File: src/rtl/l2_arbiter_pkg.sv
// lc3b_types: shared LC-3b widths plus the L2 arbiter state encoding.
//   lc3b_word       16-bit address/data word
//   lc3b_cacheline  128-bit cache line
//   lc3b_arb_state  arbiter FSM states
package lc3b_types;

    typedef logic [15:0]  lc3b_word;
    typedef logic [127:0] lc3b_cacheline;

    typedef enum logic [1:0] {
        IDLE    = 2'd0,
        SERVE_I = 2'd1,
        SERVE_D = 2'd2,
        RELEASE = 2'd3
    } lc3b_arb_state;

endpackage

File: src/rtl/l2_arbiter_if.sv
// l2_arbiter_if: bundles the I-cache, D-cache and L2 sides of the arbiter.
//   master modport: the arbiter (drives L1 responses and L2 requests)
//   slave  modport: the surrounding caches / L2 (drive requests and L2 data)
// Signals:
//   icache_pmem_read/address -> icache_pmem_rdata/resp
//   dcache_pmem_read/write/address/wdata -> dcache_pmem_rdata/resp
//   l2_read/l2_write/mem_address/l2_wdata -> l2_mem_rdata/l2_resp
interface l2_arbiter_if;
    import lc3b_types::*;

    logic          icache_pmem_read;
    lc3b_word      icache_pmem_address;
    lc3b_cacheline icache_pmem_rdata;
    logic          icache_pmem_resp;

    logic          dcache_pmem_read;
    logic          dcache_pmem_write;
    lc3b_word      dcache_pmem_address;
    lc3b_cacheline dcache_pmem_wdata;
    lc3b_cacheline dcache_pmem_rdata;
    logic          dcache_pmem_resp;

    logic          l2_read;
    logic          l2_write;
    lc3b_word      mem_address;
    lc3b_cacheline l2_wdata;
    lc3b_cacheline l2_mem_rdata;
    logic          l2_resp;

    modport master (
        input  icache_pmem_read, icache_pmem_address,
        output icache_pmem_rdata, icache_pmem_resp,
        input  dcache_pmem_read, dcache_pmem_write, dcache_pmem_address, dcache_pmem_wdata,
        output dcache_pmem_rdata, dcache_pmem_resp,
        output l2_read, l2_write, mem_address, l2_wdata,
        input  l2_mem_rdata, l2_resp
    );

    modport slave (
        output icache_pmem_read, icache_pmem_address,
        input  icache_pmem_rdata, icache_pmem_resp,
        output dcache_pmem_read, dcache_pmem_write, dcache_pmem_address, dcache_pmem_wdata,
        input  dcache_pmem_rdata, dcache_pmem_resp,
        input  l2_read, l2_write, mem_address, l2_wdata,
        output l2_mem_rdata, l2_resp
    );

endinterface

File: src/rtl/l2_arbiter.sv
// l2_arbiter: shares one L2 port between the I-cache and D-cache.
// Ports:
//   clk  - single clock, rising edge
//   rst  - asynchronous, active-high reset
//   bus  - l2_arbiter_if.master (L1 request/response and L2 request/response)
// One transaction at a time: IDLE grants a side, SERVE_x holds the L2
// request from latched address/data until l2_resp, RELEASE spends one cycle
// so the served cache can drop its request before arbitration resumes.
module l2_arbiter
    import lc3b_types::*;
(
    input  logic         clk,
    input  logic         rst,
    l2_arbiter_if.master bus
);

    lc3b_arb_state state, state_n;
    logic          prio_d_last, prio_d_last_n;  // 1: D was served last, so I wins a tie
    lc3b_word      addr_q, addr_n;
    lc3b_cacheline wdata_q, wdata_n;
    logic          rd_q, rd_n;
    logic          wr_q, wr_n;

    logic i_req;
    logic d_req;
    logic grant_i;

    always_comb begin
        state_n       = state;
        prio_d_last_n = prio_d_last;
        addr_n        = addr_q;
        wdata_n       = wdata_q;
        rd_n          = rd_q;
        wr_n          = wr_q;

        i_req   = bus.icache_pmem_read;
        d_req   = bus.dcache_pmem_read | bus.dcache_pmem_write;
        // On a tie, serve the side that did not go last.
        grant_i = i_req & (~d_req | prio_d_last);

        bus.l2_read          = 1'b0;
        bus.l2_write         = 1'b0;
        bus.icache_pmem_resp = 1'b0;
        bus.dcache_pmem_resp = 1'b0;

        unique case (state)
            IDLE: begin
                if (grant_i) begin
                    state_n       = SERVE_I;
                    prio_d_last_n = 1'b0;
                    addr_n        = bus.icache_pmem_address & 16'hFFF0;
                    wdata_n       = bus.dcache_pmem_wdata;
                    rd_n          = 1'b1;
                    wr_n          = 1'b0;
                end else if (d_req) begin
                    state_n       = SERVE_D;
                    prio_d_last_n = 1'b1;
                    addr_n        = bus.dcache_pmem_address & 16'hFFF0;
                    wdata_n       = bus.dcache_pmem_wdata;
                    // Read and write together is a writeback only.
                    rd_n          = bus.dcache_pmem_read & ~bus.dcache_pmem_write;
                    wr_n          = bus.dcache_pmem_write;
                end
            end
            SERVE_I: begin
                bus.l2_read = 1'b1;
                if (bus.l2_resp) begin
                    bus.icache_pmem_resp = 1'b1;
                    state_n              = RELEASE;
                end
            end
            SERVE_D: begin
                bus.l2_read  = rd_q;
                bus.l2_write = wr_q;
                if (bus.l2_resp) begin
                    bus.dcache_pmem_resp = 1'b1;
                    state_n              = RELEASE;
                end
            end
            RELEASE: begin
                state_n = IDLE;
            end
            default: begin
                state_n = IDLE;
            end
        endcase

        bus.mem_address       = addr_q;
        bus.l2_wdata          = wdata_q;
        bus.icache_pmem_rdata = bus.l2_mem_rdata;
        bus.dcache_pmem_rdata = bus.l2_mem_rdata;
    end

    always_ff @(posedge clk or posedge rst) begin
        if (rst) begin
            state       <= IDLE;
            prio_d_last <= 1'b1;
            addr_q      <= '0;
            wdata_q     <= '0;
            rd_q        <= 1'b0;
            wr_q        <= 1'b0;
        end else begin
            state       <= state_n;
            prio_d_last <= prio_d_last_n;
            addr_q      <= addr_n;
            wdata_q     <= wdata_n;
            rd_q        <= rd_n;
            wr_q        <= wr_n;
        end
    end

endmodule

File: src/flat_wrapper.sv
// flat-port wrapper written by rule: the top's interface ports become plain ports
module l2_arbiter_flat import lc3b_types::*;
  (clk, rst, bus_icache_pmem_read, bus_icache_pmem_address, bus_icache_pmem_rdata, bus_icache_pmem_resp, bus_dcache_pmem_read, bus_dcache_pmem_write, bus_dcache_pmem_address, bus_dcache_pmem_wdata, bus_dcache_pmem_rdata, bus_dcache_pmem_resp, bus_l2_read, bus_l2_write, bus_mem_address, bus_l2_wdata, bus_l2_mem_rdata, bus_l2_resp);
  l2_arbiter_if bus_i ();
  input  logic clk;
  input  logic rst;
  input wire logic [$bits(bus_i.icache_pmem_read)-1:0] bus_icache_pmem_read;
  input wire logic [$bits(bus_i.icache_pmem_address)-1:0] bus_icache_pmem_address;
  output wire logic [$bits(bus_i.icache_pmem_rdata)-1:0] bus_icache_pmem_rdata;
  output wire logic [$bits(bus_i.icache_pmem_resp)-1:0] bus_icache_pmem_resp;
  input wire logic [$bits(bus_i.dcache_pmem_read)-1:0] bus_dcache_pmem_read;
  input wire logic [$bits(bus_i.dcache_pmem_write)-1:0] bus_dcache_pmem_write;
  input wire logic [$bits(bus_i.dcache_pmem_address)-1:0] bus_dcache_pmem_address;
  input wire logic [$bits(bus_i.dcache_pmem_wdata)-1:0] bus_dcache_pmem_wdata;
  output wire logic [$bits(bus_i.dcache_pmem_rdata)-1:0] bus_dcache_pmem_rdata;
  output wire logic [$bits(bus_i.dcache_pmem_resp)-1:0] bus_dcache_pmem_resp;
  output wire logic [$bits(bus_i.l2_read)-1:0] bus_l2_read;
  output wire logic [$bits(bus_i.l2_write)-1:0] bus_l2_write;
  output wire logic [$bits(bus_i.mem_address)-1:0] bus_mem_address;
  output wire logic [$bits(bus_i.l2_wdata)-1:0] bus_l2_wdata;
  input wire logic [$bits(bus_i.l2_mem_rdata)-1:0] bus_l2_mem_rdata;
  input wire logic [$bits(bus_i.l2_resp)-1:0] bus_l2_resp;
  assign bus_i.icache_pmem_read = bus_icache_pmem_read;
  assign bus_i.icache_pmem_address = bus_icache_pmem_address;
  assign bus_icache_pmem_rdata = bus_i.icache_pmem_rdata;
  assign bus_icache_pmem_resp = bus_i.icache_pmem_resp;
  assign bus_i.dcache_pmem_read = bus_dcache_pmem_read;
  assign bus_i.dcache_pmem_write = bus_dcache_pmem_write;
  assign bus_i.dcache_pmem_address = bus_dcache_pmem_address;
  assign bus_i.dcache_pmem_wdata = bus_dcache_pmem_wdata;
  assign bus_dcache_pmem_rdata = bus_i.dcache_pmem_rdata;
  assign bus_dcache_pmem_resp = bus_i.dcache_pmem_resp;
  assign bus_l2_read = bus_i.l2_read;
  assign bus_l2_write = bus_i.l2_write;
  assign bus_mem_address = bus_i.mem_address;
  assign bus_l2_wdata = bus_i.l2_wdata;
  assign bus_i.l2_mem_rdata = bus_l2_mem_rdata;
  assign bus_i.l2_resp = bus_l2_resp;
  l2_arbiter u_core (.clk(clk), .rst(rst), .bus(bus_i));
endmodule
File: config.mk
export PLATFORM = sky130hd
export DESIGN_NAME = l2_arbiter_flat
export DESIGN_NICKNAME = d
export VERILOG_FILES = /design/src/rtl/l2_arbiter_pkg.sv /design/src/rtl/l2_arbiter_if.sv /design/src/rtl/l2_arbiter.sv /design/src/flat_wrapper.sv
export SDC_FILE = /design/constraint.sdc
export NUM_CORES = 1
export LEC_CHECK = 0
export ABC_AREA = 0
export BUFFER_PORTS_ARGS = -buffer_cell sky130_fd_sc_hd__buf_2
export CAP_MARGIN = 20
export CORE_AREA = 3 3 268 270
export DETAILED_ROUTE_END_ITERATION = 10
export DIE_AREA = 0 0 271 273
export GPL_TIMING_DRIVEN = 0
export SYNTH_ARGS = -nofsm -noshare
export SYNTH_HDL_FRONTEND = slang
export SYNTH_SLANG_ARGS = --single-unit
File: constraint.sdc
create_clock -name clk -period 5.4 [get_ports clk]
set_input_delay 1.62 -clock clk [delete_from_list [all_inputs] [get_ports clk]]
set_output_delay 1.62 -clock clk [all_outputs]
set_load 0.005 [all_outputs]
* Yosys cells after proc, flatten, opt, wreduce, memory -nomap -nowiden
Index checks and enable logic that the tools add are counted.
** Cells by class
- Eq/ne operators :: 5
- Muxes and demuxes :: 19
- Bitwise operators :: 6
- Reduce and logical (&&, ||, !) cells :: 5
** Operators with widths (number)
- 128-bit two-way mux :: 2
- 16-bit two-way mux :: 2
- 1-bit two-way mux :: 10
- 2-bit two-way mux :: 3
- 2-bit case mux with 3 select lines :: 1
- 2-bit == test (second input constant) :: 2
- 2-bit AND reduction :: 2
- 3-bit by 1-bit != test with 1-bit output (second input constant) :: 1
- 1-bit AND :: 2
- 2-bit by 1-bit == test with 1-bit output (second input constant) :: 1
- 2-bit zero test :: 1
- 2-bit by 1-bit != test with 1-bit output (second input constant) :: 1
- 1-bit inverter :: 2
- 1-bit OR :: 2
- 1-bit case mux with 2 select lines :: 1
- 2-bit nonzero test :: 1
- 2-bit OR reduction :: 1
** Storage, ports and cells
- Register bits after elaboration :: 149
- Input bits :: 294
- Word-level logic and storage cells :: 41

* Depth between registers and ports, before layout
Gate-level depths: netlist of the first run.
- Depth in word-level cells :: 6
- Gate-level depth with buffers :: 9
- Depth with buffers taken out :: 5

* Worst setup path after synthesis of the first run
OpenSTA, ideal clock, no wires.
- Path type :: input-to-output
- From :: input bus_l2_resp
- To :: output bus_dcache_pmem_resp
- Arrival time :: 1763 ps
- Required time :: 3780 ps
- Setup slack :: 2017 ps
- Stages on the path :: 1
- Cell sequence :: and2_1
** On the way
- Word-level cells in the longest chain between the ends :: 2
** RTL lines
- start, declared :: line flat_wrapper.sv:22 : input wire logic [$bits(bus_i.l2_resp)-1:0] bus_l2_resp;
- 1-bit two-way mux :: line l2_arbiter.sv:75 : if (bus.l2_resp) begin
- 1-bit two-way mux :: line l2_arbiter.sv:46 : unique case (state)
- end, declared :: line flat_wrapper.sv:16 : output wire logic [$bits(bus_i.dcache_pmem_resp)-1:0] bus_dcache_pmem_resp;
No other way between the ends.

* Worst setup path in the final report of the first run
Ends and elaborated chain as after synthesis.

==> flow_summary.ini, run 1 <==
[critical_path]
r2r-start = u_core.state[0]
crit_fanout = 4
reg2reg_to = u_core.bus.l2_wdata[110]
start_kind = primary input
r2r_slack_ns = 3.22
crit_type = primary input to primary output
crit_path_end_kind = primary output
cp_data_required_time_ns = 3.78
reg2reg_depth = 9
cp.arrival_ns = 2.03

[routing]
drt_iter0_drc = 226
first_pass_iters = 5
routed_wl_um = 32200
postRouteAntennaNets = 0
wl_per_cell_um = 13.2
vias = 7364
viasPerCell = 3.02
drc = 0

[timing]
fmax_ghz = 0.274
min_period_over_period_pct = 67.5
hold_viol_final = 0
slew_violations = 0
setup_viol = 0
period_needed_ns = 3.65
layout_setup_ws_ns = 1.75
worstMarginPinSlew_ns = 0.554
setup_tns_ns = 0
relSlewSlack_pct = 63.1
rsz0062_at_grt = false
skew_ns = 0.0125

[grt]
grt_usage_pct = 8.30
grt_pass1_vias = 7330
grt-ovfl-total = 0
grt_start_max_net_pins = 39
antenna_found_initial = 2
grt_pass1_wl_um = 45200

[finish]
final_nets = 1784
layout-drive-gt1-share_pct = 58.8
layout_common_cells = buf_2 (574), nand2_1 (385), buf_4 (268)
area_growth_pct = 60.1
instances_no_fill = 2442
layout_commonest_cell = buf_2

[clock_tree]
cts_tree = built
clock_path_buffers = 2
numCtsBuffers = 17
htree_levels = 4
hold_buffers = 0
clkTransAtPathRegs_ns = 0.07
root_buffer = clkbuf_16
clk_latency_ns = 0.46
cts-resized-gates = 0
cts_sinks = 145
post_cts_buffers = 0

[pwr]
clkPwrFrac_pct = 21.5
p_leak_nw = 6.98
p_per_area_mw_per_mm2 = 451
p_int_mw = 3.34
swShare_pct = 39.9
combPwrFrac_pct = 44.2
pwr-share-seq_pct = 34.4
ir_drop_mv = 0.252
power_switching_mw = 2.21

[logic_synthesis]
avgSynthCellArea_sq_um = 8.49
seq_area_frac_synth_pct = 47.2
syn_area_sq_mm = 0.00769
synth_cells = 906
synth_seq_cells = 145
synth.distinct_cells = 25
yosys_warnings = 0

[floorplanning]
start_util_pct = 11.0
dieArea_sq_mm = 0.0740
num_rows = 97
boundaryPins = 698
die_y_um = 273
core_region_area_sq_mm = 0.0698
die_w_um = 271

[worst_hold_path]
hold_depth = 2
hp-start = u_core.bus.l2_wdata[14]
hold_path_end = u_core.bus.l2_wdata[14]
worst_hold_path_type = register to register

[placement]
placed_cells = 2408
place_congestion = 0.817
place_worst_setup_slack_ns = 1.70
port_buffers = 555
post-dp-hpwl_um = 26400

[job]
cap_viol_max_count = 0

[outcome]
status = finished clean
through the flow:
stage	power, mW	util (%)	hold WS, ns	instance area, sq um
6_report	5.55	17.6	0.466	12300
2_1_floorplan	3.17	-	0.465	7710
3_5_place_dp	4.45	16.8	0.457	11700
3_3_place_gp	4.40	16.7	0.454	11700
4_1_cts	5.72	17.6	0.474	12300
5_1_grt	6.07	17.6	0.485	12300
power groups by stage:
| stage | combinational [mW] | sequential (mW) | clock, mW |
|---|---|---|---|
| floorplan | 1.21 | 1.96 | 0 |
| global placement | 2.50 | 1.91 | 0 |
| detailed placement | 2.53 | 1.92 | 0 |
| CTS | 2.53 | 1.91 | 1.28 |
| global route | 2.78 | 1.98 | 1.30 |
| finish | 2.45 | 1.91 | 1.19 |
cells by family (layout without fill, tap and decap cells):
| family | count (synthesis) | in the layout | share of synthesized area (%) |
|---|---|---|---|
| adders and majority gates | 3 | 3 | 0.488 |
| buffers and inverters | 302 | 892 | 28.2 |
| other | 1 | 7 | 0.0487 |
| and+or+nand+nor | 404 | 404 | 19.9 |
| AOI/OAI and AO/OA | 51 | 51 | 4.20 |
| DFF | 145 | 145 | 47.2 |
cells in the mapped netlist, drive strengths merged:
cell type	instances	area share [%]
a21boi	2	0.20
a21oi	16	1.0
a22o	2	0.23
a31oi	12	0.98
and2	3	0.24
buf	288	28
clkbuf	10	0.49
conb	1	0.049
dfrtp	144	47
dfstp	1	0.34
ha	3	0.49
inv	4	0.20
nand2	385	19
nor2	13	0.63
nor2b	2	0.16
nor3	1	0.065
o21ai	12	0.78
o21ba	2	0.26
o21bai	1	0.098
o22a	1	0.11
o2bb2ai	1	0.11
o31a	1	0.11
o31ai	1	0.28
registers in the layout, indices dropped and copies added, names as in the netlist:
signal,flops
u_core.prio_d_last,1
u_core.bus.mem_address,12
u_core.state,2
u_core.bus.l2_wdata,128
u_core.rd_q,1
u_core.wr_q,1
worst max-delay path, stage by stage:
cell and delay [ns]:
buf_2 0.12, and2_1 0.15, buf_2 0.14
metal layers:
layer,up-vias,GRT usage [%],routed length [um]
met5,-,0,13
met4,2,2.61,557
met3,31,3.20,2630
met2,352,13.3,15100
met1,3297,10.2,13800
li1,3682,-,-
cell type report:
| type | instances | area (sq um) |
|---|---|---|
| Multi-Input combinational cell | 462 | 1910 |
| Clock buffer | 21 | 460 |
| Buffer | 298 | 2160 |
| Sequential cell | 145 | 3630 |
| Tap cell | 940 | 1180 |
| Inverter | 4 | 18.8 |
| Timing Repair Buffer | 559 | 2860 |
| Clock inverter | 10 | 105 |
| Fill cell | 7843 | 57500 |
| Antenna cell | 3 | 7.51 |
worst max-delay path by stage:
| stage | start | endpoint | cells past startpoint | slack, ns |
|---|---|---|---|---|
| 3_3_place_gp | rst | u_core.bus.l2_wdata[57] | 2 | 0.72 |
| 3_5_place_dp | bus_dcache_pmem_write | u_core.bus.l2_wdata[106] | 6 | 1.70 |
| 4_1_cts | bus_l2_resp | bus_dcache_pmem_resp | 3 | 1.75 |
| 2_1_floorplan | rst | u_core.bus.l2_wdata[0] | 1 | 1.96 |
| 5_1_grt | bus_l2_resp | bus_dcache_pmem_resp | 3 | 1.73 |
| 6_report | bus_l2_resp | bus_dcache_pmem_resp | 3 | 1.75 |
Note: power is estimated with default switching activity, not from simulation.
==> run 2: changes to the inputs <==
ABC_AREA = 1   (was 0)
CORE_AREA = 3 3 274 276   (was 3 3 268 270)
DIE_AREA = 0 0 277 279   (was 0 0 271 273)
clock period = 3.2 ns   (was 5.4 ns; I/O delays follow)
==> run 2 against run 1 <==
Against the previous run:
- largest cell class unchanged
- synthesized cell count grew 3.9%
- largest power group unchanged
- global-route usage fell by 0.59 points
- non-clock buffer count fell by 3
==> flow_summary.ini, run 2 <==
[worst_hold_path]
worst_hold_path_type = register to register
hold_depth = 2

[pwr]
p_leak_nw = 7.23
p_total_mw = 9.33
p_per_area_mw_per_mm2 = 750
ir_drop_mv = 0.450

[placement]
placed_cells = 2464
place_congestion = 0.756
post-dp-hpwl_um = 26300
port_buffers = 557

[logic_synthesis]
synth_cells = 941
yosysTopAreaCellShare_pct = 46.3
yosys_warnings = 0
yosysMostFrequentCell = nand2_1
seq_area_frac_synth_pct = 46.7
yosysTopAreaCell = dfrtp_1
avgSynthCellArea_sq_um = 8.26
syn_area_sq_mm = 0.00778
synth.distinct_cells = 19
synth_edf_count = 0
synthArstFlopShare_pct = 100
synth_seq_cells = 145
ys_top_cells_by_count = nand2_1 (437), buf_4 (260), dfrtp_1 (144)
synthFlopType = dfrtp_1
synthTopCellsByArea = dfrtp_1 (46%), buf_4 (25%), nand2_1 (21%)

[critical_path]
crit_type = register to primary output
r2r-start = u_core.state[0]
crit_path_end = bus_l2_write
cp_data_required_time_ns = 2.24
crit_fanout = 3
cp.arrival_ns = 1.55
start_kind = register
reg2reg_to = u_core.bus.l2_wdata[66]
critPathLaunch = u_core.state[0]
r2r_slack_ns = 1.15
reg2reg_depth = 7
crit_path_end_kind = primary output

[timing]
worstMarginPinSlew_ns = 0.697
setup_tns_ns = 0
slew_violations = 0
hold_viol_final = 0
relSlewSlack_pct = 53.5
rsz0062_at_grt = false
setup_viol = 0
skew_ns = 0.00731
min_period_over_period_pct = 78.4
period_needed_ns = 2.51
fmax_ghz = 0.399

[routing]
first_pass_iters = 4
postRouteAntennaNets = 0
wl_per_cell_um = 12.5
drt_iter0_drc = 194
vias = 7486
routed_wl_um = 31300
viasPerCell = 3.00
drc = 0

[finish]
layout_commonest_cell = buf_2
seq_area_sq_mm = 0.00363
layout-drive-gt1-share_pct = 57.4
largest_register_ffs = 128
area_growth_pct = 60.0
final_nets = 1821
instances_no_fill = 2499
multi_input_comb_area_sq_mm = 0.00190
layout_common_cells = buf_2 (576), nand2_1 (437), buf_4 (260)
fill_cells = 8272

[clock_tree]
cts_tree = built
clkTransAtPathRegs_ns = 0.07
post_cts_buffers = 0
root_buffer = clkbuf_16
hold_buffers = 0
clk_latency_ns = 0.46
clock_path_buffers = 2
numCtsBuffers = 17
htree_levels = 4
cts-resized-gates = 0
cts_sinks = 145

[floorplanning]
num_rows = 99
boundaryPins = 698
die_y_um = 279
die_w_um = 277
dieArea_sq_mm = 0.0773
core_region_area_sq_mm = 0.0728
start_util_pct = 10.7

[grt]
grt_start_max_net_pins = 42
antenna_found_initial = 3
grt_usage_pct = 7.71
grt_pass1_vias = 7364
grt_pass1_wl_um = 44300
grt-ovfl-total = 0

[job]
cap_viol_max_count = 0

[outcome]
status = finished clean
## run 2: changes by cell type after synthesis, moves of 9 or more
cell      previous run  this run
a21oi_1             16         1
a31oi_1             12         0
inv_1                4        23
nand2_1            385       437
nand3_1              0        13
nand3b_1             0        12
o21ai_0             12         3
## run 2: layer usage
layer	track usage (%)	routed length, um
met5	0	0
met4	3.22	717
met3	3.15	3090
met2	13.8	16000
met1	7.99	11400
## run 2: worst min-delay path by stage
stage                              from                       end  slack [ns]
6_report        u_core.bus.l2_wdata[95]   u_core.bus.l2_wdata[95]        0.47
5_1_grt        u_core.bus.l2_wdata[104]  u_core.bus.l2_wdata[104]        0.49
4_1_cts                             rst  u_core.bus.l2_wdata[101]        0.48
3_5_place_dp    u_core.bus.l2_wdata[63]   u_core.bus.l2_wdata[63]        0.46
3_3_place_gp    u_core.bus.l2_wdata[71]   u_core.bus.l2_wdata[71]        0.46
2_1_floorplan               u_core.wr_q               u_core.wr_q        0.45
## run 2: critical path: stages, from the launching register on
cell	delay, ns
dfrtp_1	0.40
inv_1	0.09
ha_1	0.23
nand2_1	0.07
inv_1	0.08
buf_2	0.22
## run 2: through the flow
step,util (%),cell area [sq um],setup slack [ns],hold WS (ns)
floorplan,-,7790,0.422,0.453
global placement,16.2,11800,-0.916,0.458
detailed placement,16.3,11900,0.602,0.459
CTS,17.1,12400,0.525,0.476
global route,17.1,12400,0.509,0.491
finish,17.1,12400,0.692,0.470
## run 2: report_power, final
part | total (mW) | internal, mW | leakage, nW | switching [mW]
sequential | 3.22 | 2.75 | 1.78 | 0.472
combinational | 4.07 | 1.73 | 5.17 | 2.34
clock | 2.04 | 1.17 | 0.282 | 0.877
## run 2: area by class of cell
cell class	instances	area share (%)
antenna	3	0.0603
buffer	293	17.4
clock buffer	22	3.65
clock inverter	10	0.925
inverter	25	0.784
multi-input combinational	481	15.3
sequential	145	29.2
tap	959	9.64
timing repair buffer	561	23.1
## run 2: cell families after synthesis
group,synth area share [%]
AO/OA/AOI/OAI,0.322
AND/OR/NAND/NOR,23.5
flip-flops,46.7
other,0.0482
adder cells (fa/ha/maj),0.483
buffers and inverters,29.0
